**config.mk**
```make
export PLATFORM = sky130hd
export DESIGN_NAME = mem_data_access
export DESIGN_NICKNAME = d
export VERILOG_FILES = /design/src/rtl/mem_data_access.sv
export SDC_FILE = /design/constraint.sdc
export NUM_CORES = 1
export LEC_CHECK = 0
export BUFFER_PORTS_ARGS = -buffer_cell sky130_fd_sc_hd__buf_2
export CORE_UTILIZATION = 39
export CTS_BUF_LIST = sky130_fd_sc_hd__clkbuf_8 sky130_fd_sc_hd__clkbuf_16
export CTS_CLUSTER_DIAMETER = 50
export DETAILED_ROUTE_END_ITERATION = 6
export GPL_ROUTABILITY_DRIVEN = 0
export HOLD_SLACK_MARGIN = 0.03
export PLACE_DENSITY_LB_ADDON = 0.05
export SETUP_SLACK_MARGIN = 0.3
export SYNTH_ARGS = -nofsm -noshare
export SYNTH_HDL_FRONTEND = slang
export SYNTH_SLANG_ARGS = --single-unit
```
**constraint.sdc**
```tcl
create_clock -name clk -period 2 [get_ports clk]
set_input_delay 0.2 -clock clk [delete_from_list [all_inputs] [get_ports clk]]
set_output_delay 0.2 -clock clk [all_outputs]
set_load 0.02 [all_outputs]
```
**src/rtl/mem_data_access.sv**
```systemverilog
// MEM-stage data-memory access unit: single-outstanding req/ack bus master
// with byte lanes, load extension, alignment and timeout exceptions.
package mem_data_access_pkg;
    typedef enum logic [3:0] {
        OP_NONE = 4'd0,
        OP_LB   = 4'd1,
        OP_LBU  = 4'd2,
        OP_LH   = 4'd3,
        OP_LHU  = 4'd4,
        OP_LW   = 4'd5,
        OP_SB   = 4'd6,
        OP_SH   = 4'd7,
        OP_SW   = 4'd8
    } Oper_t;
endpackage

module mem_data_access
    import mem_data_access_pkg::*;
#(
    parameter int TIMEOUT_CYCLES = 255,
    parameter int ADDR_W         = 32
) (
    input  logic              clk,
    input  logic              rst,
    input  logic [3:0]        oper_i,
    input  logic [ADDR_W-1:0] addr_i,
    input  logic [31:0]       wdata_i,
    input  logic              flush_i,
    output logic              stall_req_o,
    output logic [31:0]       rdata_o,
    output logic              rdata_valid_o,
    output logic              excp_adel_o,
    output logic              excp_ades_o,
    output logic              excp_bus_err_o,
    output logic [ADDR_W-1:0] bad_vaddr_o,
    output logic              bus_req_o,
    output logic              bus_we_o,
    output logic [ADDR_W-1:0] bus_addr_o,
    output logic [3:0]        bus_be_o,
    output logic [31:0]       bus_wdata_o,
    input  logic [31:0]       bus_rdata_i,
    input  logic              bus_ack_i
);

    localparam int CNT_W = (TIMEOUT_CYCLES > 1) ? $clog2(TIMEOUT_CYCLES) : 1;

    typedef enum logic [1:0] {
        S_IDLE = 2'd0,
        S_REQ  = 2'd1,
        S_DONE = 2'd2
    } state_t;

    state_t              state_q, state_d;
    logic                bus_req_q, bus_req_d;
    logic                bus_we_q, bus_we_d;
    logic [ADDR_W-1:0]   bus_addr_q, bus_addr_d;
    logic [3:0]          bus_be_q, bus_be_d;
    logic [31:0]         bus_wdata_q, bus_wdata_d;
    logic [ADDR_W-1:0]   addr_q, addr_d;
    logic [3:0]          op_q, op_d;
    logic                load_q, load_d;
    logic                err_q, err_d;
    logic                discard_q, discard_d;
    logic [CNT_W-1:0]    cnt_q, cnt_d;
    logic [31:0]         rdata_q, rdata_d;

    logic is_mem, is_load, is_byte, is_half, is_word;
    logic misal, idle, go, bad_op;
    logic [3:0]  be_new;
    logic [31:0] wdata_new;
    logic [31:0] lane_sh;
    logic [15:0] half_sel;
    logic [31:0] ext;

    always_comb begin
        is_mem  = 1'b0;
        is_load = 1'b0;
        is_byte = 1'b0;
        is_half = 1'b0;
        is_word = 1'b0;
        case (oper_i)
            OP_LB, OP_LBU: begin is_mem = 1'b1; is_load = 1'b1; is_byte = 1'b1; end
            OP_LH, OP_LHU: begin is_mem = 1'b1; is_load = 1'b1; is_half = 1'b1; end
            OP_LW:         begin is_mem = 1'b1; is_load = 1'b1; is_word = 1'b1; end
            OP_SB:         begin is_mem = 1'b1; is_byte = 1'b1; end
            OP_SH:         begin is_mem = 1'b1; is_half = 1'b1; end
            OP_SW:         begin is_mem = 1'b1; is_word = 1'b1; end
            default: ;
        endcase
    end

    assign misal  = (is_half & addr_i[0]) | (is_word & (addr_i[1:0] != 2'b00));
    assign idle   = (state_q == S_IDLE);
    assign go     = idle & is_mem & ~misal & ~flush_i;
    assign bad_op = idle & is_mem & misal & ~flush_i;

    always_comb begin
        be_new    = 4'b1111;
        wdata_new = wdata_i;
        if (is_byte) begin
            be_new    = 4'b0001 << addr_i[1:0];
            wdata_new = {4{wdata_i[7:0]}};
        end else if (is_half) begin
            be_new    = addr_i[1] ? 4'b1100 : 4'b0011;
            wdata_new = {2{wdata_i[15:0]}};
        end
    end

    // Lane extraction uses the address latched at issue, not the live input.
    assign lane_sh  = bus_rdata_i >> {addr_q[1:0], 3'b000};
    assign half_sel = addr_q[1] ? bus_rdata_i[31:16] : bus_rdata_i[15:0];

    always_comb begin
        case (op_q)
            OP_LB:   ext = {{24{lane_sh[7]}}, lane_sh[7:0]};
            OP_LBU:  ext = {24'h0, lane_sh[7:0]};
            OP_LH:   ext = {{16{half_sel[15]}}, half_sel};
            OP_LHU:  ext = {16'h0, half_sel};
            default: ext = bus_rdata_i;
        endcase
    end

    always_comb begin
        state_d     = state_q;
        bus_req_d   = bus_req_q;
        bus_we_d    = bus_we_q;
        bus_addr_d  = bus_addr_q;
        bus_be_d    = bus_be_q;
        bus_wdata_d = bus_wdata_q;
        addr_d      = addr_q;
        op_d        = op_q;
        load_d      = load_q;
        err_d       = err_q;
        discard_d   = discard_q;
        cnt_d       = cnt_q;
        rdata_d     = rdata_q;
        case (state_q)
            S_IDLE: begin
                if (go) begin
                    bus_req_d   = 1'b1;
                    bus_we_d    = ~is_load;
                    bus_addr_d  = {addr_i[ADDR_W-1:2], 2'b00};
                    bus_be_d    = be_new;
                    bus_wdata_d = wdata_new;
                    addr_d      = addr_i;
                    op_d        = oper_i;
                    load_d      = is_load;
                    err_d       = 1'b0;
                    discard_d   = 1'b0;
                    cnt_d       = '0;
                    state_d     = S_REQ;
                end
            end
            S_REQ: begin
                if (flush_i) discard_d = 1'b1;
                if (bus_ack_i) begin
                    if (load_q) rdata_d = ext;
                    bus_req_d = 1'b0;
                    state_d   = S_DONE;
                end else if (TIMEOUT_CYCLES != 0 &&
                             cnt_q == CNT_W'(TIMEOUT_CYCLES - 1)) begin
                    bus_req_d = 1'b0;
                    err_d     = 1'b1;
                    state_d   = S_DONE;
                end else begin
                    cnt_d = cnt_q + 1'b1;
                end
            end
            S_DONE:  state_d = S_IDLE;
            default: state_d = S_IDLE;
        endcase
    end

    always_ff @(posedge clk) begin
        if (rst) begin
            state_q     <= S_IDLE;
            bus_req_q   <= 1'b0;
            bus_we_q    <= 1'b0;
            bus_addr_q  <= '0;
            bus_be_q    <= 4'b0;
            bus_wdata_q <= 32'b0;
            addr_q      <= '0;
            op_q        <= 4'b0;
            load_q      <= 1'b0;
            err_q       <= 1'b0;
            discard_q   <= 1'b0;
            cnt_q       <= '0;
            rdata_q     <= 32'b0;
        end else begin
            state_q     <= state_d;
            bus_req_q   <= bus_req_d;
            bus_we_q    <= bus_we_d;
            bus_addr_q  <= bus_addr_d;
            bus_be_q    <= bus_be_d;
            bus_wdata_q <= bus_wdata_d;
            addr_q      <= addr_d;
            op_q        <= op_d;
            load_q      <= load_d;
            err_q       <= err_d;
            discard_q   <= discard_d;
            cnt_q       <= cnt_d;
            rdata_q     <= rdata_d;
        end
    end

    logic done_ok;
    assign done_ok = (state_q == S_DONE) & ~discard_q;

    assign stall_req_o    = go | (state_q == S_REQ);
    assign rdata_o        = rdata_q;
    assign rdata_valid_o  = done_ok & load_q & ~err_q;
    assign excp_adel_o    = bad_op & is_load;
    assign excp_ades_o    = bad_op & ~is_load;
    assign excp_bus_err_o = done_ok & err_q;
    assign bad_vaddr_o    = bad_op ? addr_i :
                            (excp_bus_err_o ? addr_q : '0);
    assign bus_req_o      = bus_req_q;
    assign bus_we_o       = bus_we_q;
    assign bus_addr_o     = bus_addr_q;
    assign bus_be_o       = bus_be_q;
    assign bus_wdata_o    = bus_wdata_q;

endmodule

```
==> results of run 1 <==
area by class of cell:
type	count	area, sq um	area share [%]
sequential	119	2396	24.11
clock buffer	19	452.9	4.558
clock inverter	13	163.9	1.649
inverter	8	30.03	0.3022
timing repair buffer	349	2913	29.31
multi-input combinational	546	3717	37.41
tap	211	264.0	2.657
synthesized netlist by cell type (15+ instances only):
cell | instances | area share, %
a211oi_1 | 16 | 1.9
a21oi_1 | 98 | 7.9
a22o_1 | 32 | 4.5
buf_2 | 23 | 1.8
buf_4 | 41 | 4.9
clkbuf_1 | 27 | 1.6
dfxtp_1 | 119 | 38
mux2i_1 | 21 | 3.4
nand2_1 | 127 | 7.7
nor2_1 | 48 | 2.9
nor3_1 | 17 | 1.4
o211ai_1 | 15 | 1.8
o21ai_0 | 27 | 2.2
metal layers:
layer  part of all wire [%]  vias to the layer above  GRT usage (%)
met4                    2.1                        0          11.35
met5                      0                        -              0
met2                     49                      269          44.45
met3                    7.1                       39          7.609
li1                       -                     3258              -
met1                     42                     3226          32.47
state kept, by name (all words and copies together), names as in the netlist, 2 cells and up:
register,cells
bus_wdata_o,32
rdata_o,32
state_q,2
addr_q,32
bus_be_o,4
op_q,4
cnt_q,8
cell families after synthesis:
group | synth area share [%]
mux | 6.672
simple gates | 18.21
fa+ha+maj | 0.5626
other cells | 0.06023
buf+inv | 9.405
flops | 38.26
compound gates | 26.55
xor+xnor | 0.2814
critical path, stage by stage (launching register included):
cell     delay [ns]
dfxtp_4        0.35
nor3_4         0.20
buf_6          0.13
nand3_4        0.07
buf_6          0.13
nor2_4         0.10
buf_6          0.14
buf_6          0.13
a22o_1         0.17
buf_6          0.13
how the worst max path moves through the flow:
stage | end | slack (ns) | startpoint
2_1_floorplan | bad_vaddr_o[22] | 0.31 | state_q[0]
3_3_place_gp | bus_be_o[2] | -0.09 | state_q[0]
3_5_place_dp | bus_be_o[2] | -0.14 | state_q[0]
4_1_cts | bad_vaddr_o[5] | -0.16 | state_q[1]
5_1_grt | bad_vaddr_o[28] | -0.23 | state_q[1]
6_report | bad_vaddr_o[28] | -0.18 | state_q[1]
metrics by stage:
stage / instances / setup slack [ns] / hold slack [ns] / setup TNS [ns] / util [%]
floorplan: 766 / 0.3052 / 0.3360 / 0 / -
global placement: 1163 / -0.09122 / 0.4413 / -2.127 / 49.12
detailed placement: 1163 / -0.1410 / 0.4461 / -3.147 / 49.12
CTS: 1257 / -0.1561 / 0.03085 / -5.263 / 61.14
global route: 1265 / -0.2305 / 0.03279 / -10.60 / 64.65
finish: 1265 / -0.1787 / 0.03571 / -4.539 / 64.65
power by group:
part           leakage [nW]  internal (mW)  switching [mW]
Combinational          2.98          0.733           0.861
Clock                 0.315           2.12            1.10
Sequential            0.971           2.48          0.0801
Total                  4.27           5.33            2.04
what timing repair did:
| item | in CTS | in global routing |
|---|---|---|
| hold buffers | 26 | 0 |
| pin swaps | 31 | 35 |
| setup buffers | 17 | 5 |
| setup endpoints to repair | 146 | 153 |
| resized for setup | 126 | 125 |
| gates cloned | 19 | 3 |
| hold endpoints to repair | 26 | 0 |
==> impl_metrics.yaml, run 1 <==
status:
  outcome: "finished, violations left"
  violations: "negative setup slack"
sta:
  worst_slack_ns: -0.1787
  fin_crit_ns: 2.179
  tightest_slew_ns: 0.7492
  fmax_ghz: 0.4590
  fin_worst_skew_ns: 0.005520
  final.period_utilization_pct: 108.9
  timing.final.max_slew_violations: 0
  rsz0062_at_grt: "true"
  finalHoldViolations: 0
  slew_headroom_pct: 49.75
  setup_violations: 52
worst_setup_path:
  r2r_cells: 12
  worst_ep_arrival_time_ns: 1.98
  crit_path_end_kind: "output port"
  r2r_slack_ns: -0.04
  crit_path_max_fanout: 5
  cp_data_required_time_ns: 1.80
  critPathKind: "register to output port"
  rr_startpoint: "state_q[1]"
  r2r_end: "bus_be_o[1]"
  setup.worst_path.start_class: "register"
drt:
  wl_mm: 23.10
  dr.pass1.iters: 5
  vias_per_cell: 5.369
  drt-initial-drc-count: 317
  antenna_left: 0
  wl_per_cell_um: 18.26
  num_vias: 6792
  drc: 0
place:
  port-buffer-count: 240
  hpwl_mm: 13.92
  place_area_sq_um: 7551
pwr:
  p_leak_nw: 4.270
  power.density_nw_per_um2: 742.1
  ir_drop_mv: 0.5829
  p_total_mw: 7.374
die:
  placeableCoreArea_sq_um: 15370
  start_util_pct: 40.50
  io_pins: 243
  core.rowCount: 45
  die_x_um: 128.4
  die_area_sq_um: 16470
  die_y_um: 128.4
cts:
  ctsLongestPathBuffers: 2
  numCtsBuffers: 17
  clock_sinks: 119
  clkTransAtPathRegs_ns: 0.05
  clk_latency_ns: 0.42
  cts_tree: "done"
  cts-htree-levels: 4
  cts_root_buf: "clkbuf_16"
final_layout:
  mostFrequentLayoutCell: "buf_2"
  drive_above_1_share_pct: 46.11
  fill_cells: 1300
  layout.nets: 1147
  syn2layout_area_growth_pct: 59.61
  final_cell_mix: "buf_2 (203), dfxtp_1 (112), nand2_1 (103)"
  design_area_sq_um: 9937
  diodes: 0
min_path:
  min-delay-start: "addr_i[10]"
  hold_path_class: "input port to register"
  hold_path_end: "addr_q[10]"
  hold_depth: 3
grt:
  grt_max_degree: 94
  grt_pass1_vias: 6486
  antenna_found_initial: 0
  grt_pass1_wl_mm: 33.98
  grt_overflow: 0
  track_usage_pct: 26.78
yosys:
  ys_async_sr_fraction_pct: 0
  ys_ff_latch: 119
  avgSynthCellArea_sq_um: 8.139
  synth_edf_count: 0
  synth_flop_cell: "dfxtp_1"
  synthCells: 765
  yosysSeqAreaShare_pct: 38.26
  syn-cell-area_sq_um: 6226
  yosys_warnings: 0
  synth_cell_types: 64
job:
  cap_violations: 0
(Power assumes the default switching activity.)
==> run 2, diff against run 1 <==
--- a/config.mk
+++ b/config.mk
@@ -6,6 +6,7 @@
 export NUM_CORES = 1
 export LEC_CHECK = 0
 export BUFFER_PORTS_ARGS = -buffer_cell sky130_fd_sc_hd__buf_2
+export CORE_MARGIN = 3
 export CORE_UTILIZATION = 39
 export CTS_BUF_LIST = sky130_fd_sc_hd__clkbuf_8 sky130_fd_sc_hd__clkbuf_16
 export CTS_CLUSTER_DIAMETER = 50
==> run 2 against run 1 <==
Net effect: the flow still finishes with violations (negative setup slack); final cell count rose by 1.1%; clock power is 4% lower; sequential power about the same; worst hold slack improved by 0.019 ns; combinational power rose by 8%; critical path type unchanged; via count rose by 2.0%; utilization rose by 3.3 points; register-to-register slack lost 0.10 ns; critical path depth unchanged; fmax fell by 1.2%; design area up 5.4%.
==> impl_metrics.yaml, run 2 (synthesis gave the netlist of run 1 again) <==
die:
  io_pins: 243
  die_area_sq_um: 17520
  core.rowCount: 45
  die_y_um: 132.4
  start_util_pct: 40.36
  placeableCoreArea_sq_um: 15430
  die_x_um: 132.4
sta:
  fin_crit_ns: 2.206
  setup_violations: 114
  finalHoldViolations: 0
  finalSetupTns_ns: -10.32
  fin_worst_skew_ns: 0.007594
  tightest_slew_ns: 0.7003
  slew_headroom_pct: 53.03
  final.period_utilization_pct: 110.3
  timing.final.max_slew_violations: 0
  worst_slack_ns: -0.2059
  rsz0062_at_grt: "true"
  timing.hold.ws_ns: 0.05456
  fmax_ghz: 0.4533
final_layout:
  finalNonFillerCells: 1279
  mostFrequentLayoutCell: "buf_2"
  drive_above_1_share_pct: 52.43
  layout.nets: 1162
  final_core_util_pct: 67.91
  fill_cells: 1229
  final_cell_mix: "buf_2 (203), dfxtp_1 (111), nand2_1 (80)"
  design_area_sq_um: 10480
  syn2layout_area_growth_pct: 68.27
  diodes: 0
cts:
  ctsLongestPathBuffers: 2
  cts_tree: "done"
  clk_latency_ns: 0.42
  cts_root_buf: "clkbuf_16"
  clkTransAtPathRegs_ns: 0.06
  cts-htree-levels: 4
  clock_sinks: 119
  numCtsBuffers: 17
worst_setup_path:
  r2r_end: "bus_wdata_o[28]"
  r2r_slack_ns: -0.14
  crit_path_end_kind: "output port"
  worst_ep_arrival_time_ns: 2.01
  r2r_cells: 12
  critPathKind: "register to output port"
  cp_data_required_time_ns: 1.80
  setup.worst_path.start_class: "register"
  crit_path_max_fanout: 4
  rr_startpoint: "state_q[1]"
grt:
  track_usage_pct: 24.43
  grt_overflow: 0
  grt_max_degree: 94
  grt_pass1_wl_mm: 34.59
  antenna_found_initial: 0
  grt_pass1_vias: 6622
job:
  cap_violations: 0
drt:
  drt-initial-drc-count: 359
  dr.pass1.iters: 6
  drc: 0
  wl_mm: 24.23
  num_vias: 6930
  wl_per_cell_um: 18.94
  antenna_left: 0
  vias_per_cell: 5.418
place:
  place_area_sq_um: 7604
  port-buffer-count: 240
  hpwl_mm: 14.68
  preCtsSetupSlack_ns: -0.1552
  dp_cells: 1170
min_path:
  hold_depth: 3
  min-delay-start: "wdata_i[6]"
  hold_path_class: "input port to register"
  hold_path_end: "bus_wdata_o[6]"
pwr:
  power.density_nw_per_um2: 704.9
  p_leak_nw: 4.611
  p_total_mw: 7.385
  ir_drop_mv: 0.6046
status:
  violations: "negative setup slack"
  outcome: "finished, violations left"
## run 2: cell types whose count changed in the layout (fill, tap and decap cells not counted), moves of 4 or more
cell / delta
a211oi_1: -8
a211oi_2: +8
a21oi_1: -23
a21oi_2: +23
buf_16: -5
buf_6: +7
buf_8: +7
nand2_1: -23
nand2_2: -13
nand2_4: +36
nor2_1: -6
nor2_4: +4
## run 2: area by class of cell
class	count	area [sq um]	area share, %
repair buffers	366	3047	29.08
well taps	211	264.0	2.520
clock buffers	20	466.7	4.455
multi-input cells	544	4129	39.41
inverters	8	33.78	0.3225
clock inverters	11	133.9	1.278
flip-flops and latches	119	2402	22.93
## run 2: how the worst max path moves through the flow
| stage | from | end | slack [ns] | depth (start not counted) |
|---|---|---|---|---|
| after CTS | state_q[1] | bad_vaddr_o[11] | -0.19 | 9 |
| final | state_q[1] | bad_vaddr_o[20] | -0.21 | 9 |
| after detailed placement | state_q[0] | bus_wdata_o[20] | -0.16 | 9 |
| after global routing | state_q[1] | bad_vaddr_o[20] | -0.28 | 9 |
| after floorplan | state_q[0] | bad_vaddr_o[22] | 0.31 | 5 |
| after global placement | state_q[0] | bus_wdata_o[13] | -0.06 | 9 |
## run 2: power breakdown
| group | leakage [nW] | total [mW] | switching, mW | internal, mW |
|---|---|---|---|---|
| registers | 0.972 | 2.57 | 0.0945 | 2.48 |
| logic | 3.34 | 1.71 | 0.928 | 0.779 |
| clock network | 0.303 | 3.10 | 1.08 | 2.03 |
## run 2: worst max-delay path, cell delays in order (launching register included)
cell and delay, ns:
dfxtp_2 0.33, nor3_4 0.23, buf_6 0.14, nand3_4 0.06, buf_6 0.14, nor2_4 0.16
buf_6 0.14, buf_6 0.11, a22o_1 0.15, buf_6 0.12
## run 2: routing by layer
metal / track usage, % / vias up / share of wire (%)
met4: 8.949 / 0 / 2.4
met2: 40.02 / 242 / 50
met1: 29.97 / 3358 / 41
met5: 0 / - / 0
li1: - / 3287 / -
met3: 8.130 / 43 / 6.8
## run 2: timing repair
item,in CTS,in global routing
cloned,10,6
resized for setup,138,244
setup buffers,22,12
pin swaps,33,95
hold buffers,28,0
endpoints found under the hold margin,28,0
setup endpoints to repair,136,153
==> run 3, diff against run 2 <==
--- a/config.mk
+++ b/config.mk
@@ -5,6 +5,7 @@
 export SDC_FILE = /design/constraint.sdc
 export NUM_CORES = 1
 export LEC_CHECK = 0
+export ABC_AREA = 1
 export BUFFER_PORTS_ARGS = -buffer_cell sky130_fd_sc_hd__buf_2
 export CORE_MARGIN = 3
 export CORE_UTILIZATION = 39
==> run 3 against run 2 <==
Net effect: the flow now finishes without violations; sequential power about the same; total power up 5.1%; register-to-register slack better by 0.22 ns; largest cell class unchanged.
==> impl_metrics.yaml, run 3 <==
drt:
  m1WireLength_mm: 10.17
  num_vias: 7255
  wl_mm: 23.22
  dr.pass1.iters: 5
  wl_per_cell_um: 16.05
  met3_length_mm: 1.635
  vias_per_cell: 5.014
  drt-initial-drc-count: 502
  topRoutingLayerUsed: "met4"
  antenna_left: 0
  drc: 0
  wl_met2_mm: 11.11
cts:
  clock_sinks: 119
  numCtsBuffers: 17
  cts-htree-levels: 4
  cts_tree: "done"
  clk_latency_ns: 0.41
  clkTransAtPathRegs_ns: 0.06
  cts_root_buf: "clkbuf_16"
  ctsLongestPathBuffers: 2
place:
  hpwl_mm: 14.38
  port-buffer-count: 240
die:
  die_area_sq_um: 18150
  core.rowCount: 46
  die_y_um: 134.7
  die_x_um: 134.7
  start_util_pct: 40.25
  io_pins: 243
  placeableCoreArea_sq_um: 16060
yosys:
  yosysSeqAreaShare_pct: 36.86
  synthCells: 968
  synthTopCellsByCount: "nand2_1 (229), nor2_1 (147), o21ai_0 (131)"
  syn-cell-area_sq_um: 6464
  ys_ff_latch: 119
  synth_flop_cell: "dfxtp_1"
  avgSynthCellArea_sq_um: 6.677
  synth_cell_types: 40
  ys_async_sr_fraction_pct: 0
  ys_top_cells_by_area: "dfxtp_1 (37%), nand2_1 (13%), o21ai_0 (10%), nor2_1 (8.5%), nand3_1 (4.7%)"
  yosys_warnings: 0
  synth_edf_count: 0
  synth_most_common_cell: "nand2_1"
  yosys.area.top_type_share_pct: 36.86
  yosys.area.top_type: "dfxtp_1"
final_layout:
  fill_cells: 1471
  final_core_util_pct: 61.91
  layout.nets: 1324
  multiInputGateArea_sq_um: 3974
  drive_above_1_share_pct: 40.54
  regArea_sq_um: 2387
  mostFrequentLayoutCell: "nand2_1"
  syn2layout_area_growth_pct: 53.79
  final_cell_mix: "nand2_1 (224), buf_2 (203), o21ai_0 (126)"
  diodes: 0
sta:
  fin_worst_skew_ns: 0.006594
  timing.final.max_slew_violations: 0
  rsz0062_at_grt: "true"
  final.period_utilization_pct: 98.79
  finalHoldViolations: 0
  setup_violations: 0
  tightest_slew_ns: 0.6185
  finalSetupTns_ns: 0
  fmax_ghz: 0.5061
  fin_crit_ns: 1.976
  slew_headroom_pct: 58.77
worst_setup_path:
  worst_ep_arrival_time_ns: 1.78
  r2r_end: "addr_q[13]"
  rr_startpoint: "state_q[0]"
  critPathKind: "register to output port"
  cp_data_required_time_ns: 1.80
  r2r_slack_ns: 0.08
  crit_path_end_kind: "output port"
  r2r_cells: 10
  crit_path_max_fanout: 15
  setup.worst_path.start_class: "register"
pwr:
  internal_power_mw: 5.438
  swShare_pct: 29.91
  combPwrFrac_pct: 21.5
  seqPwrFrac_pct: 33.5
  p_leak_nw: 4.743
  clock_power_share_pct: 45.0
  power_switching_mw: 2.321
  ir_drop_mv: 0.5938
  power.density_nw_per_um2: 780.6
min_path:
  hold_path_end: "rdata_o[18]"
  hold_depth: 3
  min-delay-start: "bus_rdata_i[18]"
  hold_path_class: "input port to register"
grt:
  grt_pass1_vias: 6557
  track_usage_pct: 22.56
  grt_max_degree: 95
  grt_pass1_wl_mm: 33.26
  grt_overflow: 0
  antenna_found_initial: 0
status:
  outcome: "complete, no violations"
job:
  cap_violations: 0
[run 3: changes by cell type in the layout (fill, tap and decap cells not counted), moves of 11 or more]
| cell | before | now |
|---|---|---|
| nor2_4 | 5 | 57 |
| nand2_4 | 37 | 3 |
| inv_1 | 10 | 44 |
| dlygate4sd3_1 | 28 | 14 |
| mux2i_1 | 21 | 0 |
| o21ai_0 | 22 | 126 |
| a211oi_2 | 18 | 0 |
| nand2_1 | 80 | 224 |
| nand3_1 | 6 | 55 |
| buf_6 | 57 | 42 |
| a21oi_2 | 51 | 40 |
| a22o_1 | 32 | 0 |
| a21oi_1 | 47 | 26 |
| nor2_1 | 40 | 89 |
[run 3: critical path, stage by stage (launching register included)]
cell,delay (ns)
dfxtp_2,0.33
nor3_4,0.19
inv_2,0.06
a21oi_4,0.16
buf_6,0.14
buf_12,0.14
nand3_1,0.08
nand2_1,0.10
buf_4,0.14
[run 3: area by class of cell]
type	instances	area share, %
inverter	55	2.127
sequential	119	24.02
multi-input combinational	708	39.97
clock buffer	19	4.556
timing repair buffer	317	24.42
tap	216	2.719
clock inverter	13	2.190
[run 3: what timing repair did]
action / in CTS / in global routing
resized for setup: 58 / 195
buffers inserted: 5 / 21
pin swaps: 3 / 64
endpoints found under the hold margin: 14 / 0
cloned: 2 / 12
setup endpoints to repair: 36 / 95
hold buffers: 14 / 0
[run 3: cell families (layout without fill, tap and decap cells)]
family,Yosys count,count (layout),synth area share (%)
other cells,1,2,0.05802
simple gates,477,478,31.55
flops,119,119,36.86
buf+inv,143,404,11.56
fa+ha+maj,2,2,0.3871
xor+xnor,1,1,0.1355
compound gates,225,225,19.45
[run 3: routing by layer]
layer | vias up | global-route usage [%]
li1 | 3627 | -
met1 | 3337 | 29.45
met2 | 267 | 36.55
met3 | 24 | 5.626
met4 | 0 | 7.636
met5 | - | 0
[run 3: power groups by stage]
stage / Sequential [mW] / Combinational (mW) / Clock, mW
detailed placement: 2.65 / 1.30 / 0
floorplan: 2.71 / 0.806 / 0
global route: 2.62 / 1.81 / 3.64
finish: 2.60 / 1.67 / 3.49
CTS: 2.60 / 1.40 / 3.53
global placement: 2.64 / 1.31 / 0
[run 3: worst max path at each step]
| stage | to | slack (ns) | cells after the start | startpoint |
|---|---|---|---|---|
| 4_1_cts | bad_vaddr_o[19] | 0.02 | 8 | state_q[0] |
| 6_report | bad_vaddr_o[19] | 0.02 | 8 | state_q[0] |
| 3_3_place_gp | bad_vaddr_o[19] | 0.26 | 10 | oper_i[1] |
| 2_1_floorplan | bad_vaddr_o[22] | 0.45 | 6 | state_q[0] |
| 5_1_grt | bad_vaddr_o[2] | -0.09 | 8 | state_q[0] |
| 3_5_place_dp | bad_vaddr_o[19] | 0.24 | 10 | oper_i[1] |
[run 3: stage by stage]
stage	worst slack (ns)	area, sq um	hold WS (ns)	std cells	power [mW]
6_report	0.02418	9941	0.05156	1447	7.760
5_1_grt	-0.09152	9941	0.04299	1447	8.066
4_1_cts	0.01874	8762	0.03100	1414	7.528
3_5_place_dp	0.2392	7671	0.4476	1361	3.950
3_3_place_gp	0.2600	7671	0.4440	1361	3.951
2_1_floorplan	0.4492	6467	0.3349	969	3.521
